## config.mk

```make
export PLATFORM = sky130hd
export DESIGN_NAME = dmem_arbiter_flat
export DESIGN_NICKNAME = d
export VERILOG_FILES = /design/src/rtl/dmem_pkg.sv /design/src/rtl/dmem_arbiter_if.sv /design/src/rtl/dmem_arb_sel.sv /design/src/rtl/dmem_arbiter.sv /design/src/flat_wrapper.sv
export SDC_FILE = /design/constraint.sdc
export NUM_CORES = 1
export LEC_CHECK = 0
export CORE_MARGIN = 2
export CORE_UTILIZATION = 39
export DETAILED_ROUTE_END_ITERATION = 8
export PLACE_DENSITY = 0.94
export RECOVER_POWER = 25
export SLEW_MARGIN = 20
export SYNTH_ARGS = -nofsm -noshare
export SYNTH_HDL_FRONTEND = slang
export SYNTH_HIERARCHICAL = 1
export SYNTH_SLANG_ARGS = --single-unit
```

## constraint.sdc

```tcl
create_clock -name i_clk -period 4.6 [get_ports i_clk]
set_clock_uncertainty 0.05 [all_clocks]
set_input_delay 0.92 -clock i_clk [delete_from_list [all_inputs] [get_ports i_clk]]
set_output_delay 0.92 -clock i_clk [all_outputs]
set_load 0.01 [all_outputs]
```

## src/rtl/dmem_pkg.sv

```systemverilog
// Shared types for the data-memory arbiter: store types, arbitration state and the muxed memory request.
package dmem_pkg;

  localparam int unsigned DMEM_ADDR_WIDTH = 11;
  localparam int unsigned DMEM_DATA_WIDTH = 32;

  typedef enum logic [2:0] {
    ST_SB = 3'b000,
    ST_SH = 3'b001,
    ST_SW = 3'b010
  } storetype_e;

  // In round-robin builds the same encoding names the port that wins the next contest.
  typedef enum logic {
    ST_P0_PRI = 1'b0,
    ST_P1_PRI = 1'b1
  } arb_state_e;

  // Storetype stays raw 3 bits so non-enumerated codes pass through to memory untouched.
  typedef struct packed {
    logic                       we;
    logic [DMEM_ADDR_WIDTH-1:0] addr;
    logic [2:0]                 storetype;
    logic [DMEM_DATA_WIDTH-1:0] wdata;
  } mem_req_t;

endpackage

```

## src/rtl/dmem_arbiter_if.sv

```systemverilog
// Bus bundle between the two requesters, the arbiter and the single-port data memory.
// Signal names are seen from the arbiter: i_* flow into it, o_* flow out of it.
interface dmem_arbiter_if #(
  parameter int unsigned AW = 11,
  parameter int unsigned DW = 32
);
  logic          i_p0_req;
  logic          i_p0_we;
  logic [AW-1:0] i_p0_addr;
  logic [2:0]    i_p0_storetype;
  logic [DW-1:0] i_p0_wdata;
  logic          o_p0_gnt;
  logic          o_p0_rvalid;
  logic [DW-1:0] o_p0_rdata;

  logic          i_p1_req;
  logic          i_p1_we;
  logic [AW-1:0] i_p1_addr;
  logic [2:0]    i_p1_storetype;
  logic [DW-1:0] i_p1_wdata;
  logic          o_p1_gnt;
  logic          o_p1_rvalid;
  logic [DW-1:0] o_p1_rdata;

  logic          o_mem_we;
  logic [AW-1:0] o_mem_addr;
  logic [2:0]    o_mem_storetype;
  logic [DW-1:0] o_mem_wdata;
  logic [DW-1:0] i_mem_rdata;

  modport slave (
    input  i_p0_req, i_p0_we, i_p0_addr, i_p0_storetype, i_p0_wdata,
    output o_p0_gnt, o_p0_rvalid, o_p0_rdata,
    input  i_p1_req, i_p1_we, i_p1_addr, i_p1_storetype, i_p1_wdata,
    output o_p1_gnt, o_p1_rvalid, o_p1_rdata,
    output o_mem_we, o_mem_addr, o_mem_storetype, o_mem_wdata,
    input  i_mem_rdata
  );

  modport master (
    output i_p0_req, i_p0_we, i_p0_addr, i_p0_storetype, i_p0_wdata,
    input  o_p0_gnt, o_p0_rvalid, o_p0_rdata,
    output i_p1_req, i_p1_we, i_p1_addr, i_p1_storetype, i_p1_wdata,
    input  o_p1_gnt, o_p1_rvalid, o_p1_rdata,
    input  o_mem_we, o_mem_addr, o_mem_storetype, o_mem_wdata,
    output i_mem_rdata
  );
endinterface

```

## src/rtl/dmem_arb_sel.sv

```systemverilog
// Combinational winner select: an unopposed requester always wins, a contest goes to the port named by state.
module dmem_arb_sel
  import dmem_pkg::*;
(
  input  logic       p0_req_i,
  input  logic       p1_req_i,
  input  arb_state_e state_i,
  output logic       p0_gnt_o,
  output logic       p1_gnt_o
);

  // NOTE: every always_comb output gets a default first so no path can infer a latch.
  always_comb begin
    p0_gnt_o = 1'b0;
    p1_gnt_o = 1'b0;
    if (p0_req_i && p1_req_i) begin
      if (state_i == ST_P1_PRI) p1_gnt_o = 1'b1;
      else                      p0_gnt_o = 1'b1;
    end else begin
      p0_gnt_o = p0_req_i;
      p1_gnt_o = p1_req_i;
    end
  end

endmodule

```

## src/rtl/dmem_arbiter.sv

```systemverilog
// Two-port arbiter in front of the single-port data memory with 1-cycle registered read return.
// Define DMEM_ARB_RR_EN for round-robin contests; otherwise fixed p0 priority with p1 starvation bound.
module dmem_arbiter
  import dmem_pkg::*;
#(
  parameter int unsigned P_ADDR_WIDTH   = DMEM_ADDR_WIDTH,
  parameter int unsigned P_DATA_WIDTH   = DMEM_DATA_WIDTH,
  parameter int unsigned P_STARVE_LIMIT = 4
) (
  input logic           i_clk,
  input logic           i_rst_n,
  dmem_arbiter_if.slave bus
);

  arb_state_e state_q, state_d;
  logic       sel_p0_gnt, sel_p1_gnt;
  logic       p0_gnt, p1_gnt;
  logic       p0_rd, p1_rd;
  mem_req_t   p0_req_s, p1_req_s, mem_req_s;

  logic                    p0_rvalid_q, p1_rvalid_q;
  logic [P_DATA_WIDTH-1:0] p0_rdata_q, p1_rdata_q;

  dmem_arb_sel u_sel (
    .p0_req_i (bus.i_p0_req),
    .p1_req_i (bus.i_p1_req),
    .state_i  (state_q),
    .p0_gnt_o (sel_p0_gnt),
    .p1_gnt_o (sel_p1_gnt)
  );

  // Outputs read as zero for the whole reset window, combinational ones included.
  assign p0_gnt = sel_p0_gnt & i_rst_n;
  assign p1_gnt = sel_p1_gnt & i_rst_n;
  assign p0_rd  = p0_gnt & ~bus.i_p0_we;
  assign p1_rd  = p1_gnt & ~bus.i_p1_we;

  assign p0_req_s = '{we: bus.i_p0_we, addr: bus.i_p0_addr,
                      storetype: bus.i_p0_storetype, wdata: bus.i_p0_wdata};
  assign p1_req_s = '{we: bus.i_p1_we, addr: bus.i_p1_addr,
                      storetype: bus.i_p1_storetype, wdata: bus.i_p1_wdata};

  always_comb begin
    mem_req_s    = p0_req_s;
    mem_req_s.we = 1'b0;
    if (!i_rst_n)    mem_req_s = '0;
    else if (p1_gnt) mem_req_s = p1_req_s;
    else if (p0_gnt) mem_req_s = p0_req_s;
  end

  assign bus.o_mem_we        = mem_req_s.we;
  assign bus.o_mem_addr      = mem_req_s.addr;
  assign bus.o_mem_storetype = mem_req_s.storetype;
  assign bus.o_mem_wdata     = mem_req_s.wdata;

  assign bus.o_p0_gnt    = p0_gnt;
  assign bus.o_p1_gnt    = p1_gnt;
  assign bus.o_p0_rvalid = p0_rvalid_q;
  assign bus.o_p1_rvalid = p1_rvalid_q;
  assign bus.o_p0_rdata  = p0_rdata_q;
  assign bus.o_p1_rdata  = p1_rdata_q;

  // NOTE: sequential state uses non-blocking assignments so every flop samples pre-edge values.
  always_ff @(posedge i_clk or negedge i_rst_n) begin
    if (!i_rst_n) begin
      p0_rvalid_q <= 1'b0;
      p1_rvalid_q <= 1'b0;
      p0_rdata_q  <= '0;
      p1_rdata_q  <= '0;
    end else begin
      p0_rvalid_q <= p0_rd;
      p1_rvalid_q <= p1_rd;
      if (p0_rd) p0_rdata_q <= bus.i_mem_rdata;
      if (p1_rd) p1_rdata_q <= bus.i_mem_rdata;
    end
  end

`ifdef DMEM_ARB_RR_EN
  always_ff @(posedge i_clk or negedge i_rst_n) begin
    if (!i_rst_n) state_q <= ST_P0_PRI;
    else          state_q <= state_d;
  end

  // The port that just won yields the next contest to the other one.
  always_comb begin
    state_d = state_q;
    if (p0_gnt)      state_d = ST_P1_PRI;
    else if (p1_gnt) state_d = ST_P0_PRI;
  end
`else
  logic [3:0] cnt_q, cnt_d;

  always_ff @(posedge i_clk or negedge i_rst_n) begin
    if (!i_rst_n) begin
      state_q <= ST_P0_PRI;
      cnt_q   <= '0;
    end else begin
      state_q <= state_d;
      cnt_q   <= cnt_d;
    end
  end

  always_comb begin
    state_d = state_q;
    cnt_d   = cnt_q;
    unique case (state_q)
      ST_P0_PRI: begin
        if (!bus.i_p1_req) begin
          cnt_d = '0;
        end else if (p0_gnt) begin
          cnt_d = cnt_q + 4'd1;
          if (cnt_d == 4'(P_STARVE_LIMIT)) state_d = ST_P1_PRI;
        end
      end
      ST_P1_PRI: begin
        if (p1_gnt || !bus.i_p1_req) begin
          state_d = ST_P0_PRI;
          cnt_d   = '0;
        end
      end
      default: begin
        state_d = ST_P0_PRI;
        cnt_d   = '0;
      end
    endcase
  end
`endif

  // A waiting requester may withdraw, but must not alter its fields while still asking.
  a_p0_hold: assert property (@(posedge i_clk) disable iff (!i_rst_n)
    (bus.i_p0_req && !bus.o_p0_gnt) |=> (!bus.i_p0_req ||
      $stable({bus.i_p0_we, bus.i_p0_addr, bus.i_p0_storetype, bus.i_p0_wdata})));
  a_p1_hold: assert property (@(posedge i_clk) disable iff (!i_rst_n)
    (bus.i_p1_req && !bus.o_p1_gnt) |=> (!bus.i_p1_req ||
      $stable({bus.i_p1_we, bus.i_p1_addr, bus.i_p1_storetype, bus.i_p1_wdata})));
  a_one_gnt: assert property (@(posedge i_clk) !(bus.o_p0_gnt && bus.o_p1_gnt));

endmodule

```

## src/flat_wrapper.sv

```systemverilog
// flat-port wrapper written by rule: the top's interface ports become plain ports
module dmem_arbiter_flat import dmem_pkg::*;
#(
  parameter int unsigned P_ADDR_WIDTH   = DMEM_ADDR_WIDTH,
  parameter int unsigned P_DATA_WIDTH   = DMEM_DATA_WIDTH,
  parameter int unsigned P_STARVE_LIMIT = 4
)
  (i_clk, i_rst_n, bus_i_p0_req, bus_i_p0_we, bus_i_p0_addr, bus_i_p0_storetype, bus_i_p0_wdata, bus_o_p0_gnt, bus_o_p0_rvalid, bus_o_p0_rdata, bus_i_p1_req, bus_i_p1_we, bus_i_p1_addr, bus_i_p1_storetype, bus_i_p1_wdata, bus_o_p1_gnt, bus_o_p1_rvalid, bus_o_p1_rdata, bus_o_mem_we, bus_o_mem_addr, bus_o_mem_storetype, bus_o_mem_wdata, bus_i_mem_rdata);
  dmem_arbiter_if #(.AW((11)), .DW((32))) bus_i ();
  input logic i_clk;
  input logic i_rst_n;
  input wire logic [$bits(bus_i.i_p0_req)-1:0] bus_i_p0_req;
  input wire logic [$bits(bus_i.i_p0_we)-1:0] bus_i_p0_we;
  input wire logic [$bits(bus_i.i_p0_addr)-1:0] bus_i_p0_addr;
  input wire logic [$bits(bus_i.i_p0_storetype)-1:0] bus_i_p0_storetype;
  input wire logic [$bits(bus_i.i_p0_wdata)-1:0] bus_i_p0_wdata;
  output wire logic [$bits(bus_i.o_p0_gnt)-1:0] bus_o_p0_gnt;
  output wire logic [$bits(bus_i.o_p0_rvalid)-1:0] bus_o_p0_rvalid;
  output wire logic [$bits(bus_i.o_p0_rdata)-1:0] bus_o_p0_rdata;
  input wire logic [$bits(bus_i.i_p1_req)-1:0] bus_i_p1_req;
  input wire logic [$bits(bus_i.i_p1_we)-1:0] bus_i_p1_we;
  input wire logic [$bits(bus_i.i_p1_addr)-1:0] bus_i_p1_addr;
  input wire logic [$bits(bus_i.i_p1_storetype)-1:0] bus_i_p1_storetype;
  input wire logic [$bits(bus_i.i_p1_wdata)-1:0] bus_i_p1_wdata;
  output wire logic [$bits(bus_i.o_p1_gnt)-1:0] bus_o_p1_gnt;
  output wire logic [$bits(bus_i.o_p1_rvalid)-1:0] bus_o_p1_rvalid;
  output wire logic [$bits(bus_i.o_p1_rdata)-1:0] bus_o_p1_rdata;
  output wire logic [$bits(bus_i.o_mem_we)-1:0] bus_o_mem_we;
  output wire logic [$bits(bus_i.o_mem_addr)-1:0] bus_o_mem_addr;
  output wire logic [$bits(bus_i.o_mem_storetype)-1:0] bus_o_mem_storetype;
  output wire logic [$bits(bus_i.o_mem_wdata)-1:0] bus_o_mem_wdata;
  input wire logic [$bits(bus_i.i_mem_rdata)-1:0] bus_i_mem_rdata;
  assign bus_i.i_p0_req = bus_i_p0_req;
  assign bus_i.i_p0_we = bus_i_p0_we;
  assign bus_i.i_p0_addr = bus_i_p0_addr;
  assign bus_i.i_p0_storetype = bus_i_p0_storetype;
  assign bus_i.i_p0_wdata = bus_i_p0_wdata;
  assign bus_o_p0_gnt = bus_i.o_p0_gnt;
  assign bus_o_p0_rvalid = bus_i.o_p0_rvalid;
  assign bus_o_p0_rdata = bus_i.o_p0_rdata;
  assign bus_i.i_p1_req = bus_i_p1_req;
  assign bus_i.i_p1_we = bus_i_p1_we;
  assign bus_i.i_p1_addr = bus_i_p1_addr;
  assign bus_i.i_p1_storetype = bus_i_p1_storetype;
  assign bus_i.i_p1_wdata = bus_i_p1_wdata;
  assign bus_o_p1_gnt = bus_i.o_p1_gnt;
  assign bus_o_p1_rvalid = bus_i.o_p1_rvalid;
  assign bus_o_p1_rdata = bus_i.o_p1_rdata;
  assign bus_o_mem_we = bus_i.o_mem_we;
  assign bus_o_mem_addr = bus_i.o_mem_addr;
  assign bus_o_mem_storetype = bus_i.o_mem_storetype;
  assign bus_o_mem_wdata = bus_i.o_mem_wdata;
  assign bus_i.i_mem_rdata = bus_i_mem_rdata;
  dmem_arbiter #(.P_ADDR_WIDTH(P_ADDR_WIDTH), .P_DATA_WIDTH(P_DATA_WIDTH), .P_STARVE_LIMIT(P_STARVE_LIMIT)) u_core (.i_clk(i_clk), .i_rst_n(i_rst_n), .bus(bus_i));
endmodule
```

## After elaboration in Yosys (flattened, before gate mapping)

Cells that the tools add are included.

- Add/sub/neg operators: 1
- Equal/unequal tests: 3
- Mux-type cells: 16
- Bitwise gates (word level): 7
- Reductions and logical operators: 4

Operator list:

| cell | count |
|---|---|
| two-way mux 47 bit | 3 |
| two-way mux 4 bit | 3 |
| two-way mux 1 bit | 8 |
| case mux 4 bit (2 select lines) | 1 |
| adder 4 x 1 -> 4 bit (second input constant) | 1 |
| AND 1 bit | 4 |
| equality test 4 x 3 -> 1 bit (second input constant) | 1 |
| inequality test 3 x 2 -> 1 bit (second input constant) | 1 |
| NOT 1 bit | 3 |
| inequality test 2 bit (second input constant) | 1 |
| case mux 1 bit (2 select lines) | 1 |
| AND reduction 2 bit | 1 |
| logical AND 1 bit | 1 |
| logical NOT 1 bit | 1 |
| logical OR 1 bit | 1 |

- Register bits after elaboration: 71
- Bits of input ports: 130
- Word-level logic and storage cells: 37

## Longest topological paths before layout

- Word-level depth: 6
- Gate-level depth with buffers: 9

## Modules after synthesis

Netlist, hierarchy kept.

Modules (own cells, without submodules):

| module | instances | cells each | area an instance (µm²) | seq. area each (µm²) |
|---|---|---|---|---|
| dmem_arbiter | 1 | 273 | 3,598.5 | 1,776.7 |
| dmem_arb_sel | 1 | 3 | 18.8 | 0.0 |

## Worst setup path after synthesis

Ideal clock, no wire load.

- Kind: input to output
- From: input bus_i_p1_req
- To: output bus_o_mem_we
- Arrival time: 1.903 ns
- Path slack: 1.727 ns
- Stages on the path: 6
- Buffers on the path: 3
- Cells stage by stage: a21boi_1 -> buf_2 -> buf_4 -> buf_2 -> nand2_1 -> a21oi_1

- Word-level cells in the longest chain between the ends: 6
- Elaborated cells between the ends (all ways): 8
- Classes of those cells: mux (5); bitwise (2); reduce/logical (1)

Ends and longest elaborated chain:

| item | RTL line | source |
|---|---|---|
| from (decl) | flat_wrapper.sv:20 | `input wire logic [$bits(bus_i.i_p1_req)-1:0] bus_i_p1_req;` |
| logical AND 1 bit | dmem_arb_sel.sv:16 | `if (p0_req_i && p1_req_i) begin` |
| two-way mux 1 bit | dmem_arb_sel.sv:16 |  |
| AND 1 bit | dmem_arbiter.sv:33 | `assign p0_gnt = sel_p0_gnt & i_rst_n;` |
| two-way mux 47 bit | dmem_arbiter.sv:48 | `else if (p0_gnt) mem_req_s = p0_req_s;` |
| two-way mux 47 bit * | dmem_arbiter.sv:47 | `else if (p1_gnt) mem_req_s = p1_req_s;` |
| two-way mux 47 bit * | dmem_arbiter.sv:46 | `if (!i_rst_n) mem_req_s = '0;` |
| to (decl) | flat_wrapper.sv:28 | `output wire logic [$bits(bus_i.o_mem_we)-1:0] bus_o_mem_we;` |

Every way passes the cells marked *; elsewhere a longest branch is shown, timed or not.

## Worst setup path in the final report

- From: input bus_i_p1_req
- To: output bus_o_mem_addr[10]

- Word-level cells in the longest chain between the ends: 5

Ends and longest elaborated chain:

| item | RTL line | source |
|---|---|---|
| logical AND 1 bit | dmem_arb_sel.sv:16 |  |
| two-way mux 1 bit * | dmem_arb_sel.sv:16 |  |
| net u_core.sel_p1_gnt | dmem_arbiter.sv:16 | `logic sel_p0_gnt, sel_p1_gnt;` |
| AND 1 bit * | dmem_arbiter.sv:34 | `assign p1_gnt = sel_p1_gnt & i_rst_n;` |
| two-way mux 47 bit * | dmem_arbiter.sv:47 |  |
| two-way mux 47 bit * | dmem_arbiter.sv:46 |  |
| to (decl) | flat_wrapper.sv:29 | `output wire logic [$bits(bus_i.o_mem_addr)-1:0] bus_o_mem_addr;` |

Mark *: on every way through the listed nets, which the timed path passes. The rest lies on a longest branch.

==> results.cfg <==
[outcome]
status = complete, but fails checks
violations = capacitance limit, slew limit

[setup_path]
required_ns = 3.63
r2r_start = u_core/state_q
cp_data_arrival_time_ns = 2.93
reg2reg_to = u_core/bus.o_p0_rdata[27]
cp_max_fo = 27
setup.worst_path.start_class = primary input
critPathKind = in2out
reg2reg_setup_slack_ns = 2.03
end_kind = output port
reg2reg_depth = 5

[die]
die_w_um = 100.3
io_pins = 245
coreArea_um2 = 9109
rows = 35
dieArea_um2 = 10060
initial_core_util_pct = 39.71
die_y_um = 100.3

[sta]
timing.fmax_mhz = 256.7
tns_ns = 0
drv_slew = 44
finalSetupViolCount = 0
worstMarginPinSlew_ns = 2.220
rsz0062_at_grt = no
finalHoldViolCount = 0
relSlewSlack_pct = -47.98
min_period_over_period_pct = 84.68
layout_min_cycle_time_ns = 3.895

[route]
routed_wl_um = 11380
avgRoutedWirePerCell_um = 17.95
drc_errors = 0
avgViaCountPerCell = 4.852
drt_iter0_markers = 80
dr.pass1.iters = 4
antenna_left = 0
via_count = 3076

[clocking]
htreeDepth = 3
post_cts_buffers = 0
cts_buffers = 9
tritoncts = yes
cts_resized = 0
cts_hold_buf = 0
clk_latency_ns = 0.33
clkTransAtPathRegs_ns = 0.08
cts_buffer_depth = 2
clock_sinks = 71
cts-root-buf = clkbuf_8

[grt]
grt_util_all_layers_pct = 22.66
grt_first_pass_wirelength_um = 17370
grt_pass1_vias = 3320
antenna_found_initial = 0
grt_overflow = 0
grt_max_degree = 49

[final_layout]
layout.nets = 649
drive_gt1_share_pct = 16.83
fillers = 645
regArea_um2 = 1777
num_antenna_cells = 0
multiInputGateArea_um2 = 1685
finish.instance_area_um2 = 6356
area_delta_synth_final_pct = 75.72

[power_and_ir_drop]
total_power_mw = 2.192
vdd_drop_max_mv = 0.1694
p_leak_nw = 2.730
power.density_nw_per_um2 = 344.8

[hold_path]
hp-class = in2async

[placement]
placed_area_um2 = 6105
dp_hpwl_um = 9094
routabilityCongestion = 0.8857
io_buffers = 244

[synthesis]
ys_warn_count = 6
syn_nets = 407
ys_ff_latch = 71
synth_area_um2 = 3617
synthCells = 276
seq_area_frac_synth_pct = 49.12
syn_avg_cell_area_um2 = 13.11
ys_types = 29

[flow_run]
cap_violations = 1
## sequential cells by signal, indices dropped and copies added, names as in the netlist
name / flops
u_core/bus.o_p0_rdata: 32
u_core/state_q: 1
u_core/cnt_q: 4
u_core/bus.o_p1_rdata: 32
u_core/bus.o_p1_rvalid: 1
u_core/bus.o_p0_rvalid: 1
## power by group
part / switching [mW] / total (mW) / internal [mW]
combinational: 0.258 / 0.758 / 0.500
clock: 0.228 / 0.618 / 0.390
sequential: 0.0703 / 0.815 / 0.745
total: 0.557 / 2.19 / 1.64
## critical path: stages
cell	delay [ns]
clkdlybuf4s50_1	0.54
a21boi_4	0.21
buf_4	0.41
mux2i_1	0.29
nor2_1	0.06
clkdlybuf4s50_1	0.49
## cells in the mapped netlist (all sizes together)
master / count / area share (%)
or2: 2 / 0.35
inv: 6 / 0.83
dfrtp: 71 / 49
buf: 12 / 3.1
ha: 1 / 0.35
nand2: 4 / 0.41
clkinv: 1 / 0.10
xnor2: 1 / 0.24
o21a: 1 / 0.21
a2111oi: 1 / 0.24
a21o: 1 / 0.21
nand3: 1 / 0.14
a21boi: 2 / 0.42
nand3b: 1 / 0.21
nand2b: 2 / 0.35
mux2i: 47 / 13
nor2: 46 / 4.8
mux2: 65 / 24
or4: 1 / 0.21
a22o: 2 / 0.48
a21oi: 2 / 0.28
clkbuf: 5 / 0.52
nor3: 1 / 0.14
## layout make-up
type / instances / share of cell area, %
timing repair buffer: 248 / 38.80
sequential: 71 / 27.95
multi-input combinational: 181 / 26.52
clock buffer: 11 / 2.382
tap: 111 / 2.185
clock inverter: 5 / 1.634
inverter: 7 / 0.5315
## per-layer routing
layer  share of wire [%]  GRT usage [%]
met5                   0              0
met4                 3.8          10.96
met3                 9.4          8.705
met2                  51          39.39
met1                  36          24.06
## cell usage in the layout (no fill, tap or decap), types with 2 or more instances in the layout
cell type        count
nor2_1              46
a21oi_1              2
nand2b_1             2
clkbuf_8            11
mux2_2              26
mux2_4              39
nand2_1              4
mux2i_1             47
clkdlybuf4s50_1    243
inv_1                5
bufinv_16            3
a22o_1               2
dfrtp_1             71
buf_4                4
## how the worst max path moves through the flow
stage                 start                  end  cells past startpoint
3_5_place_dp   bus_i_p1_req  bus_o_mem_wdata[25]                      6
3_3_place_gp   bus_i_p1_req  bus_o_mem_wdata[20]                      6
5_1_grt        bus_i_p1_req  bus_o_mem_wdata[20]                      6
6_report       bus_i_p1_req   bus_o_mem_addr[10]                      6
2_1_floorplan  bus_i_p1_req         bus_o_mem_we                      6
4_1_cts        bus_i_p1_req  bus_o_mem_wdata[17]                      6
## metrics by stage
step	utilization, %	worst slack [ns]	instances	hold WS, ns
2_1_floorplan	-	1.727	276	0.4362
3_3_place_gp	67.02	0.7972	618	0.4382
3_5_place_dp	67.02	0.7291	618	0.4440
4_1_cts	69.82	0.7121	634	0.4592
5_1_grt	69.78	0.5775	634	0.4774
6_report	69.78	0.7045	634	0.4605
## logic make-up (layout without fill, tap and decap cells)
family	Yosys count	in the layout	share of synthesized area, %
AO/OA/AOI/OAI	9	9	1.834
XOR/XNOR	1	1	0.2422
adder cells (fa/ha/maj)	1	1	0.3458
buffers and inverters	24	271	4.600
flip-flops	71	71	49.12
multiplexers	112	112	37.29
AND/OR/NAND/NOR	58	58	6.572
No activity file was read; power rests on OpenSTA's default activity.
